[config.mk]
export PLATFORM = sky130hd
export DESIGN_NAME = tile_thread_dispatcher
export DESIGN_NICKNAME = d
export VERILOG_FILES = /design/src/rtl/tile_thread_dispatcher_pkg.sv /design/src/rtl/tile_thread_dispatcher_free_lane_compactor.sv /design/src/rtl/tile_thread_dispatcher.sv
export SDC_FILE = /design/constraint.sdc
export NUM_CORES = 1
export LEC_CHECK = 0
export CAP_MARGIN = 15
export CORE_MARGIN = 10
export CORE_UTILIZATION = 40
export DETAILED_ROUTE_END_ITERATION = 8
export SYNTH_ARGS = -nofsm -noshare
export SYNTH_HDL_FRONTEND = slang
export SYNTH_SLANG_ARGS = --single-unit
[constraint.sdc]
create_clock -name clk -period 14.1 [get_ports clk]
set_input_delay 2.115 -clock clk [delete_from_list [all_inputs] [get_ports clk]]
set_output_delay 2.115 -clock clk [all_outputs]
set_load 0.005 [all_outputs]
[src/rtl/tile_thread_dispatcher_pkg.sv]
// Shared types for the tile thread dispatcher: dispatch mode and control states.
package tile_thread_dispatcher_pkg;

    typedef enum logic {
        INTERLEAVED = 1'b0,
        DYNAMIC     = 1'b1
    } dispatch_mode_e;

    typedef enum logic [1:0] {
        ST_IDLE = 2'd0,
        ST_RUN  = 2'd1,
        ST_DONE = 2'd2
    } disp_state_e;

endpackage

[src/rtl/tile_thread_dispatcher_free_lane_compactor.sv]
// Prefix count over free lanes: each lane's pixel offset among the free lanes
// below it, plus the total number of free lanes.
module free_lane_compactor #(
    parameter  int NUM_CORES = 4,
    localparam int OFF_W     = $clog2(NUM_CORES + 1)
) (
    input  logic [NUM_CORES-1:0]            free,
    output logic [NUM_CORES-1:0][OFF_W-1:0] offset,
    output logic [OFF_W-1:0]                total
);

    always_comb begin
        logic [OFF_W-1:0] acc;
        acc    = '0;
        offset = '0;
        for (int i = 0; i < NUM_CORES; i++) begin
            offset[i] = acc;
            acc       = acc + OFF_W'(free[i]);
        end
        total = acc;
    end

endmodule

[src/rtl/tile_thread_dispatcher.sv]
// Walks a TILE_W x TILE_H pixel tile row-major and issues one thread coordinate
// per ray-core lane per cycle, honouring per-core FIFO-full backpressure.
module tile_thread_dispatcher
    import tile_thread_dispatcher_pkg::*;
#(
    parameter  int NUM_CORES = 4,
    parameter  int TILE_W    = 16,
    parameter  int TILE_H    = 16,
    parameter  int COORD_W   = 12,
    localparam int CNT_W     = $clog2(TILE_W * TILE_H + 1)
) (
    input  logic                              clk,
    input  logic                              reset_n,
    input  logic                              strobe,
    input  logic                              abort,
    input  logic                              mode,
    input  logic [COORD_W-1:0]                x0,
    input  logic [COORD_W-1:0]                y0,
    input  logic [NUM_CORES-1:0]              core_full,
    output logic [NUM_CORES-1:0]              thread_valid,
    output logic [NUM_CORES-1:0][COORD_W-1:0] thread_x,
    output logic [NUM_CORES-1:0][COORD_W-1:0] thread_y,
    output logic                              busy,
    output logic                              done,
    output logic [CNT_W-1:0]                  issued_count
);

    localparam int TOTAL = TILE_W * TILE_H;
    localparam int OFF_W = $clog2(NUM_CORES + 1);
    localparam int PX_W  = $clog2(2 * TILE_W);
    localparam int PY_W  = $clog2(TILE_H + 1);

    if (TILE_W % NUM_CORES != 0) begin : g_bad_cfg
        $error("tile_thread_dispatcher: TILE_W must be a multiple of NUM_CORES");
    end

    disp_state_e                       state, state_nxt;
    dispatch_mode_e                    mode_q;
    logic [COORD_W-1:0]                x0_q, y0_q;
    logic [PX_W-1:0]                   px, px_sum, px_nxt;
    logic [PY_W-1:0]                   py, py_nxt;
    logic [CNT_W-1:0]                  remaining;
    logic [NUM_CORES-1:0]              free, lane_go;
    logic [NUM_CORES-1:0][OFF_W-1:0]   dyn_off, lane_off;
    logic [OFF_W-1:0]                  dyn_total, n_issue;
    logic [NUM_CORES-1:0][COORD_W-1:0] lane_x, lane_y;

    assign free      = ~core_full;
    assign remaining = CNT_W'(TOTAL) - issued_count;

    free_lane_compactor #(.NUM_CORES(NUM_CORES)) u_compactor (
        .free   (free),
        .offset (dyn_off),
        .total  (dyn_total)
    );

    // Interleaved mode is all-or-nothing; dynamic mode packs free lanes and is
    // clipped to the pixels left in the tile.
    always_comb begin
        lane_go = '0;
        n_issue = '0;
        for (int i = 0; i < NUM_CORES; i++) lane_off[i] = OFF_W'(i);
        if (state == ST_RUN && !abort && remaining != '0) begin
            if (mode_q == INTERLEAVED) begin
                if (&free) begin
                    lane_go = '1;
                    n_issue = OFF_W'(NUM_CORES);
                end
            end else begin
                lane_off = dyn_off;
                for (int i = 0; i < NUM_CORES; i++)
                    lane_go[i] = free[i] && (CNT_W'(dyn_off[i]) < remaining);
                n_issue = (CNT_W'(dyn_total) <= remaining) ? dyn_total : OFF_W'(remaining);
            end
        end
    end

    // Lane offset never exceeds TILE_W, so a lane wraps into the next row at most once.
    for (genvar i = 0; i < NUM_CORES; i++) begin : g_lane
        logic [PX_W-1:0] col_raw, col;
        logic            wrap;
        assign col_raw   = px + PX_W'(lane_off[i]);
        assign wrap      = col_raw >= PX_W'(TILE_W);
        assign col       = wrap ? col_raw - PX_W'(TILE_W) : col_raw;
        assign lane_x[i] = x0_q + COORD_W'(col);
        assign lane_y[i] = y0_q + COORD_W'(py) + COORD_W'(wrap);
    end

    always_comb begin
        px_sum = px + PX_W'(n_issue);
        px_nxt = px_sum;
        py_nxt = py;
        if (px_sum >= PX_W'(TILE_W)) begin
            px_nxt = px_sum - PX_W'(TILE_W);
            py_nxt = py + PY_W'(1);
        end
    end

    always_comb begin
        state_nxt = state;
        case (state)
            ST_IDLE: if (strobe) state_nxt = ST_RUN;
            ST_RUN: begin
                if (abort)                  state_nxt = ST_IDLE;
                else if (remaining == '0)   state_nxt = ST_DONE;
            end
            ST_DONE: state_nxt = ST_IDLE;
            default: state_nxt = ST_IDLE;
        endcase
    end

    always_ff @(posedge clk or negedge reset_n) begin
        if (!reset_n) state <= ST_IDLE;
        else          state <= state_nxt;
    end

    always_ff @(posedge clk or negedge reset_n) begin
        if (!reset_n) begin
            mode_q       <= INTERLEAVED;
            x0_q         <= '0;
            y0_q         <= '0;
            px           <= '0;
            py           <= '0;
            issued_count <= '0;
            thread_valid <= '0;
            thread_x     <= '0;
            thread_y     <= '0;
        end else begin
            thread_valid <= lane_go;
            for (int i = 0; i < NUM_CORES; i++) begin
                if (lane_go[i]) begin
                    thread_x[i] <= lane_x[i];
                    thread_y[i] <= lane_y[i];
                end
            end
            if (state == ST_IDLE && strobe) begin
                mode_q       <= dispatch_mode_e'(mode);
                x0_q         <= x0;
                y0_q         <= y0;
                px           <= '0;
                py           <= '0;
                issued_count <= '0;
            end else if (|lane_go) begin
                px           <= px_nxt;
                py           <= py_nxt;
                issued_count <= issued_count + CNT_W'(n_issue);
            end
        end
    end

    assign busy = (state == ST_RUN);
    assign done = (state == ST_DONE);

endmodule

==> results of run 1 <==
==> layer usage <==
layer | share of wire [%] | routed length, um
met5 | 0 | 0
met4 | 0.90 | 211
met3 | 4.8 | 1130
met2 | 43 | 10100
met1 | 51 | 11800
==> worst min-delay path: cells and delay by family (launching register included) <==
family / cells / cell delay [ps]
and+or+nand+nor: 2 / 100
DFF: 1 / 340
==> where the power goes <==
group	internal [uW]	total, uW	switching, uW	leakage, uW
clock	274	462	189	0.000289
sequential	587	734	147	0.00187
combinational	480	937	457	0.00277
total	1340	2130	793	0.00493
==> cell usage after synthesis (2+ instances only) <==
master / n / share of area (%)
sky130_fd_sc_hd__a211oi_1: 4 / 0.34
sky130_fd_sc_hd__o211ai_1: 7 / 0.60
sky130_fd_sc_hd__and2_1: 7 / 0.50
sky130_fd_sc_hd__a41o_1: 2 / 0.23
sky130_fd_sc_hd__o21ai_1: 4 / 0.23
sky130_fd_sc_hd__ha_1: 57 / 8.2
sky130_fd_sc_hd__buf_2: 14 / 0.80
sky130_fd_sc_hd__nor3b_1: 7 / 0.60
sky130_fd_sc_hd__buf_6: 3 / 0.39
sky130_fd_sc_hd__nand3_1: 16 / 0.92
sky130_fd_sc_hd__nor2b_1: 14 / 1.0
sky130_fd_sc_hd__o31ai_1: 8 / 0.69
sky130_fd_sc_hd__and3_1: 5 / 0.36
sky130_fd_sc_hd__dfrtp_1: 146 / 42
sky130_fd_sc_hd__nand2b_1: 3 / 0.22
sky130_fd_sc_hd__o41ai_1: 3 / 0.30
sky130_fd_sc_hd__o21a_1: 2 / 0.17
sky130_fd_sc_hd__nor3_1: 10 / 0.57
sky130_fd_sc_hd__mux2_2: 11 / 1.4
sky130_fd_sc_hd__or4_1: 3 / 0.26
sky130_fd_sc_hd__a2111oi_0: 4 / 0.40
sky130_fd_sc_hd__nor2_1: 34 / 1.5
sky130_fd_sc_hd__a31o_1: 2 / 0.20
sky130_fd_sc_hd__a211o_1: 3 / 0.30
sky130_fd_sc_hd__clkbuf_2: 3 / 0.17
sky130_fd_sc_hd__o21bai_1: 4 / 0.34
sky130_fd_sc_hd__xor2_1: 36 / 3.6
sky130_fd_sc_hd__or2_2: 3 / 0.22
sky130_fd_sc_hd__xnor2_1: 65 / 6.5
sky130_fd_sc_hd__clkbuf_1: 23 / 0.99
sky130_fd_sc_hd__or3_1: 9 / 0.65
sky130_fd_sc_hd__a21oi_1: 27 / 1.5
sky130_fd_sc_hd__o31a_1: 2 / 0.20
sky130_fd_sc_hd__fa_1: 11 / 2.5
sky130_fd_sc_hd__mux2i_1: 4 / 0.46
sky130_fd_sc_hd__nand4_1: 8 / 0.57
sky130_fd_sc_hd__nand2_1: 210 / 9.0
sky130_fd_sc_hd__inv_1: 45 / 1.9
sky130_fd_sc_hd__a21o_1: 18 / 1.5
sky130_fd_sc_hd__o21ai_0: 95 / 5.5
sky130_fd_sc_hd__buf_4: 5 / 0.43
==> sequential cells by signal, summed over array words and instances (netlist names) <==
| register | count |
|---|---|
| state | 2 |
| y0_q | 12 |
| issued_count | 9 |
| thread_valid | 4 |
| thread_x | 48 |
| py | 5 |
| mode_q | 1 |
| x0_q | 12 |
| thread_y | 48 |
| px | 5 |
==> placed cells by master (no fill, tap or decap), drive strengths merged, types with 3 or more instances in the layout <==
| cell type | instances |
|---|---|
| xnor2 | 65 |
| nand4 | 8 |
| or4 | 3 |
| clkbuf | 20 |
| o41ai | 3 |
| and3 | 5 |
| o211ai | 7 |
| nand3 | 16 |
| conb | 3 |
| a211oi | 5 |
| clkinv | 3 |
| o31ai | 8 |
| a41o | 3 |
| buf | 5 |
| and2 | 7 |
| nor3b | 7 |
| a211o | 3 |
| nor2 | 34 |
| xor2 | 36 |
| mux2i | 4 |
| o21ai | 99 |
| nand2b | 3 |
| o21bai | 4 |
| or3 | 9 |
| ha | 57 |
| inv | 50 |
| or2 | 5 |
| clkdlybuf4s50 | 142 |
| nor2b | 14 |
| a2111oi | 5 |
| fa | 11 |
| nand2 | 210 |
| nor3 | 10 |
| a21o | 18 |
| a21oi | 27 |
| mux2 | 11 |
| dfrtp | 146 |
==> logic make-up (layout without fill, tap and decap cells) <==
group | after synthesis | in the layout | synth area share, %
AOI/OAI and AO/OA | 196 | 196 | 13.7
xor gates and xnor gates | 101 | 101 | 10.1
adders and majority gates | 68 | 68 | 10.7
buffers and inverters | 94 | 224 | 4.76
DFF | 146 | 146 | 41.9
muxes | 15 | 15 | 1.88
other | 1 | 3 | 0.0430
and+or+nand+nor | 334 | 334 | 16.8
==> cell type report <==
class                           count  area, um^2
Sequential cell                   146        3650
Inverter                           45         169
Tap cell                          275         344
Clock buffer                       20         457
Multi-Input combinational cell    717        4660
Fill cell                        2076       10300
Clock inverter                     12         145
Timing Repair Buffer              147        1460
==> metrics by stage <==
step	hold slack [ps]	total power [uW]	worst slack (ps)	instances
after floorplan	452	1220	7940	957
after global placement	453	1680	7130	1330
after detailed placement	457	1690	6990	1330
after CTS	471	2160	7460	1362
after global routing	498	2310	7120	1362
final	465	2130	7470	1362
==> worst min-delay path by stage <==
stage                            from     endpoint  slack, ps  cells past startpoint
final                     thread_y[4]  thread_y[4]        460                      2
after global routing      thread_x[6]  thread_x[6]        500                      2
after floorplan               y0_q[0]      y0_q[0]        450                      2
after detailed placement  thread_y[4]  thread_y[4]        460                      2
after CTS                 thread_y[4]  thread_y[4]        470                      2
after global placement    thread_y[4]  thread_y[4]        450                      2
==> flow_summary.toml, run 1 <==
[grt]
grt_start_max_net_pins = 88
grt_pass1_vias = 6878
grt_first_pass_wirelength_mm = 38.0
gr-usage-all-layers_pct = 16.8
grtUsageMet3_pct = 4.10
global_route.usage.met2_pct = 25.2
total_grt_overflow = 0
use_met1_pct = 23.8
grt_antenna_before_repair = 0
grt-busiest-layer = "met2"

[route]
first_iter_violations = 415
drtPass1Iterations = 5
routed-via-count = 6879
detail_route.wirelength_mm = 23.3
drt.antenna.violating_nets = 0
vias_per_cell = 5.05
drcViolationCount = 0
avgRoutedWirePerCell_um = 17.1

[synthesis]
yosys_warnings = 0
yosysSeqAreaShare_pct = 41.9
synth_ff_type = "sky130_fd_sc_hd__dfrtp_1"
avgSynthCellArea_um2 = 9.13
synth-seq-cells = 146
synth_enable_flop_cells = 0
synthCells = 955
async_flop_share_pct = 100
ys_types = 59
post_synth_instance_area_mm2 = 0.00872

[worst_setup_path]
cp_data_arrival_time_ps = 6980
regToRegStartpoint = "issued_count[0]"
cp.depth = 20
critical_path.cell_chain = "clkdlybuf4s50_1, fa_1, inv_1, ha_1, inv_1, fa_1, inv_1, ha_1, a21o_1, a21oi_1, a31oi_1, nand4_1, mux2_2, a21oi_1, ha_1, nor2b_1, o21ai_0, xor2_1, or4_1, a21oi_1"
cp_top_family = "adder cells"
timing.critical_path.from_type = "primary input"
critPathRequiredTime_ps = 14450
critPathMaxStageDelay_ps = 550
setup.reg_to_reg.worst_slack_ps = 8770
worst-setup-path-type = "primary input to register"
crit_path_launch = "core_full[0]"
worstSetupEndpointType = "register"
critical_path_peak_fanout = 4
timing.rr.end = "thread_x[35]"
cpMaxStageDelayCell = "sky130_fd_sc_hd__fa_1"
critical_path.n_buffers_inverters = 4
worst_setup_path_end = "py[3]"
worst-r2r-cell-count = 20

[clock_network]
cts_root_buf = "sky130_fd_sc_hd__clkbuf_16"
cts_resized = 0
cts.path.max_buffers = 2
clock-sinks = 146
cts_made_buffers = 17
clkTransAtPathRegs_ps = 60
number_of_buffers_added_for_setup_after_cts = 0
cts_hold_buf = 0
clk_latency_ps = 430
cts.htree.levels = 4
tritoncts = "built"

[placement]
detailed_place_hpwl_mm = 17.8
gp_routability_congestion = 0.849
placement.io_buffers = 143
dpl_cell_area_mm2 = 0.0103

[floorplan]
num_rows = 53
die-width_um = 168
num_io_pins = 144
floorplan.initialDensity_pct = 41.1
die_y_um = 168
floorplan.core_area_mm2 = 0.0212
floorplan.die_area_mm2 = 0.0281

[status]
run_status = "finished clean"

[sta]
setup_tns_ps = 0
grt_setup_unrepaired = "false"
post-route-period-util_pct = 47.0
finalSetupViolations = 0
hold_viol_final = 0
finClkSkew_ps = 8.11
max-slew-margin-rel_pct = 35.0
final_max_slew_viol_count = 0
tightest_slew_ps = 968
finalWorstPathRequiredPeriod_ps = 6630
max_clock_freq_mhz = 151

[finish]
final_layout_size_suffix_gt1_share_pct = 4.97
n_antenna_cell = 0
final_core_util_pct = 51.3
area_growth_pct = 24.9
finished_layout_cell_area_mm2 = 0.0109
final_net_count = 1175

[run]
timing.max_cap.violations = 0

[min_path]
min-delay-path-class = "register to register"

[pwr]
largest_voltage_drop_on_the_vdd_net_mv = 0.0727
leakage_uw = 0.00493
power-per-cell-area_mw_per_mm2 = 196
(Power assumes the default switching activity.)
==> run 2: changes to the inputs <==
Clock period 14.1 ns to 6.45 ns, I/O delays scaled along.
==> run 2 against run 1 <==
Compared with the run above: non-clock buffer count unchanged; highest routed layer unchanged; clock power up 130%; count of clock-buffer cells in the layout down 1; critical endpoint unchanged.
==> flow_summary.toml, run 2 (synthesized netlist as in run 1, its figures left out) <==
[status]
run_status = "finished clean"

[clock_network]
cts_root_buf = "sky130_fd_sc_hd__clkbuf_16"
tritoncts = "built"
clk_latency_ps = 430
cts.path.max_buffers = 2
cts_made_buffers = 17
cts_hold_buf = 0
cts.htree.levels = 4
number_of_buffers_added_for_setup_after_cts = 0
cts_resized = 0
clkTransAtPathRegs_ps = 70
clock-sinks = 146

[worst_setup_path]
regToRegStartpoint = "issued_count[3]"
worstSetupEndpointType = "register"
timing.critical_path.from_type = "primary input"
cp_data_arrival_time_ps = 5860
worst-setup-path-type = "primary input to register"
crit_path_launch = "core_full[0]"
critPathRequiredTime_ps = 6810
critical_path_peak_fanout = 4

[sta]
finalSetupViolations = 0
grt_setup_unrepaired = "false"
final_max_slew_viol_count = 0
setup_tns_ps = 0
post-route-period-util_pct = 85.2
max_clock_freq_mhz = 182
hold_viol_final = 0
max-slew-margin-rel_pct = 32.3
finalWorstPathRequiredPeriod_ps = 5500
tightest_slew_ps = 990
finClkSkew_ps = 12.8

[finish]
final_net_count = 1175
mostFrequentLayoutCells = "209 x sky130_fd_sc_hd__nand2_1, 146 x sky130_fd_sc_hd__dfrtp_1, 142 x sky130_fd_sc_hd__clkdlybuf4s50_1"
fillerInstances = 2077
area_growth_pct = 25.0
commonest_non_fill_non_tap_cell_in_the_layout = "sky130_fd_sc_hd__nand2_1"
final_layout_size_suffix_gt1_share_pct = 4.88
layout_top_registers = "thread_x x48, thread_y x48"
n_antenna_cell = 0
finished_layout_cell_area_mm2 = 0.0109

[floorplan]
floorplan.die_area_mm2 = 0.0281
num_io_pins = 144
floorplan.core_area_mm2 = 0.0212
num_rows = 53
floorplan.initialDensity_pct = 41.1
die_y_um = 168
die-width_um = 168

[route]
drtPass1Iterations = 5
avgRoutedWirePerCell_um = 17.3
detail_route.wirelength_mm = 23.6
drt.antenna.violating_nets = 0
routed-via-count = 6868
drcViolationCount = 0
first_iter_violations = 394
vias_per_cell = 5.04

[min_path]
min-delay-path-class = "register to register"
timing.hold.worst.start = "thread_y[4]"

[placement]
placement.io_buffers = 143
detailed_place_hpwl_mm = 17.8
gp_routability_congestion = 0.863
dpl_cell_area_mm2 = 0.0103

[pwr]
leakage_uw = 0.00493
largest_voltage_drop_on_the_vdd_net_mv = 0.171
power-per-cell-area_mw_per_mm2 = 431

[grt]
total_grt_overflow = 0
gr-usage-all-layers_pct = 16.8
grt_antenna_before_repair = 0
grt_first_pass_wirelength_mm = 38.1
grt_start_max_net_pins = 86
grt_pass1_vias = 6806

[run]
timing.max_cap.violations = 0
run 2: changes by cell type in the layout (fill, tap and decap cells not counted), sizes merged:
cell	delta
clkbuf	-1
bufinv	+1
clkinvlp	+1
inv	-1
run 2: through the flow:
| step | power, uW | utilization [%] | instances | hold slack [ps] | setup WS, ps |
|---|---|---|---|---|---|
| global placement | 3670 | 48.5 | 1330 | 452 | 638 |
| floorplan | 2680 | - | 957 | 452 | 1440 |
| CTS | 4760 | 51.4 | 1362 | 472 | 955 |
| global route | 5060 | 51.4 | 1362 | 494 | 531 |
| detailed placement | 3700 | 48.5 | 1330 | 458 | 484 |
| finish | 4700 | 51.4 | 1362 | 467 | 951 |
run 2: routing by layer:
metal / vias up / global-route usage [%] / wire [um]
li1: 3455 / - / -
met1: 3240 / 23.9 / 11800
met2: 157 / 25.3 / 10500
met3: 16 / 4.03 / 1150
met4: 0 / 3.75 / 181
met5: - / 0 / 0
run 2: worst max-delay path: stages:
cell and delay, ps:
sky130_fd_sc_hd__clkdlybuf4s50_1 490, sky130_fd_sc_hd__fa_1 550, sky130_fd_sc_hd__inv_1 80, sky130_fd_sc_hd__ha_1 140
sky130_fd_sc_hd__inv_1 50, sky130_fd_sc_hd__fa_1 510, sky130_fd_sc_hd__inv_1 60, sky130_fd_sc_hd__ha_1 290
sky130_fd_sc_hd__a21o_1 160, sky130_fd_sc_hd__a21oi_1 130, sky130_fd_sc_hd__a31oi_1 50, sky130_fd_sc_hd__nand4_1 170
sky130_fd_sc_hd__mux2_2 350, sky130_fd_sc_hd__a21oi_1 210, sky130_fd_sc_hd__ha_1 300, sky130_fd_sc_hd__nor2b_1 140
sky130_fd_sc_hd__o21ai_0 360, sky130_fd_sc_hd__xor2_1 200, sky130_fd_sc_hd__or4_1 490, sky130_fd_sc_hd__a21oi_1 150
run 2: where the power goes:
group          leakage (uW)  internal [uW]  switching (uW)
clock              0.000287            617             421
sequential          0.00187           1280             323
combinational       0.00277           1050            1010
run 2: final cells by class:
class / count / area, um^2 / area share, %
Clock buffer: 19 / 433 / 3.97
Multi-Input combinational cell: 717 / 4660 / 42.8
Inverter: 45 / 169 / 1.55
Clock inverter: 13 / 176 / 1.62
Sequential cell: 146 / 3650 / 33.5
Tap cell: 275 / 344 / 3.16
Timing Repair Buffer: 147 / 1460 / 13.4
run 2: path summary, 6_finish.rpt:
path | end | slack, ps | depth (start not counted)
worst max-delay path | py[3] | 950 | 20
worst min-delay path | thread_y[4] | 470 | 2
worst max register to register | thread_y[47] | 1010 | 18
worst min register to register | thread_y[4] | 470 | 2
max in group asynchronous | thread_y[1] | 4520 | 2
min in group asynchronous | thread_valid[1] | 610 | 1
==> variant, RTL diff (flow settings as in run 2) <==
Set the parameter `TILE_H` to 32 (it was 16).
--- a/src/rtl/tile_thread_dispatcher.sv
+++ b/src/rtl/tile_thread_dispatcher.sv
@@ -6,5 +6,5 @@
     parameter  int NUM_CORES = 4,
     parameter  int TILE_W    = 16,
-    parameter  int TILE_H    = 16,
+    parameter  int TILE_H    = 32,
     parameter  int COORD_W   = 12,
     localparam int CNT_W     = $clog2(TILE_W * TILE_H + 1)
Ports: changed (resized issued_count); port bits go from 144 to 145. The function was not compared with the original's and may differ.
==> variant against run 2 <==
- register-to-register slack better by 30 ps
- worst setup slack worse by 6.2 ps
- design area up 3.3%
- power up 4.5%
- sequential power up 2%
- sequential cell count up 2
- highest routed layer unchanged
- synthesized area up 4.5%
- critical endpoint is now py[5]
- count of clock-buffer cells in the layout down 1
- routed wire length up 5.5%
- largest power group unchanged
- synthesized cell count up 4.2%
==> variant: results (changes against run 2) <==
status - completed
final hold slack - 477 ps (+9.95 ps)
multi-input gates - 749 (+4.5%)
row cnt - 55 (+3.8%)
LEAKAGE - 5.12 nW (+3.9%)
pin count of the biggest net entering global routing - 105 (+22%)
Worst Setup SP - core_full[2]
hold path endpoint - thread_y[7]
routed vias - 7307 (+6.4%)
min-delay src - thread_y[7]
Final Non-Filler Cells - 1408 (+3.4%)
Place WS - 503 ps (+18.8 ps)
multi-input combinational area share - 44.2% (+1.5 points)
nonclk buf count - 154 (+4.8%)
DP Area - 0.0107 mm2 (+4.1%)
max_slew headroom - 35.0% (+2.7 points)
CLK BUF - 18 (-1)
Inverters, non-clock - 40 (-11%)
DP HPWL - 18600 um (+4.7%)
Slowest-stage cell, CP - clkdlybuf4s50_1
sequential cell count - 148 (+1.4%)
first-pass GRT wire length - 40600 um (+6.3%)
clock-net power - 0.937 mW (-9.9%)
routed wl met3 - 1370 um (+19%)
I/O Buffers - 144 (+0.70%)
synth unique cells - 77 (+31%)
layout cells sized above 1 - 7.03% (+2.2 points)
[variant: changes by cell type in the layout (fill, tap and decap cells not counted), moves of 7 or more]
| cell | before | now |
|---|---|---|
| mux2i_1 | 4 | 15 |
| o21ai_0 | 95 | 76 |
| nand4_1 | 8 | 17 |
| o21ai_1 | 4 | 24 |
| nand2b_1 | 3 | 10 |
| nand2_1 | 209 | 217 |
| or3_1 | 9 | 1 |
[variant: kinds of logic (layout without fill, tap and decap cells)]
kind of cell	after synthesis	after routing
multiplexers	24	24
AO/OA/AOI/OAI	202	202
XOR/XNOR	98	98
AND/OR/NAND/NOR	359	359
flip-flops	148	148
adder cells (fa/ha/maj)	65	65
buffers and inverters	98	226
other	1	1
[variant: per-layer routing]
metal	up-vias	GRT usage, %
met4	0	6.20
met5	-	0
met3	29	4.24
met2	174	27.6
met1	3498	22.9
li1	3606	-
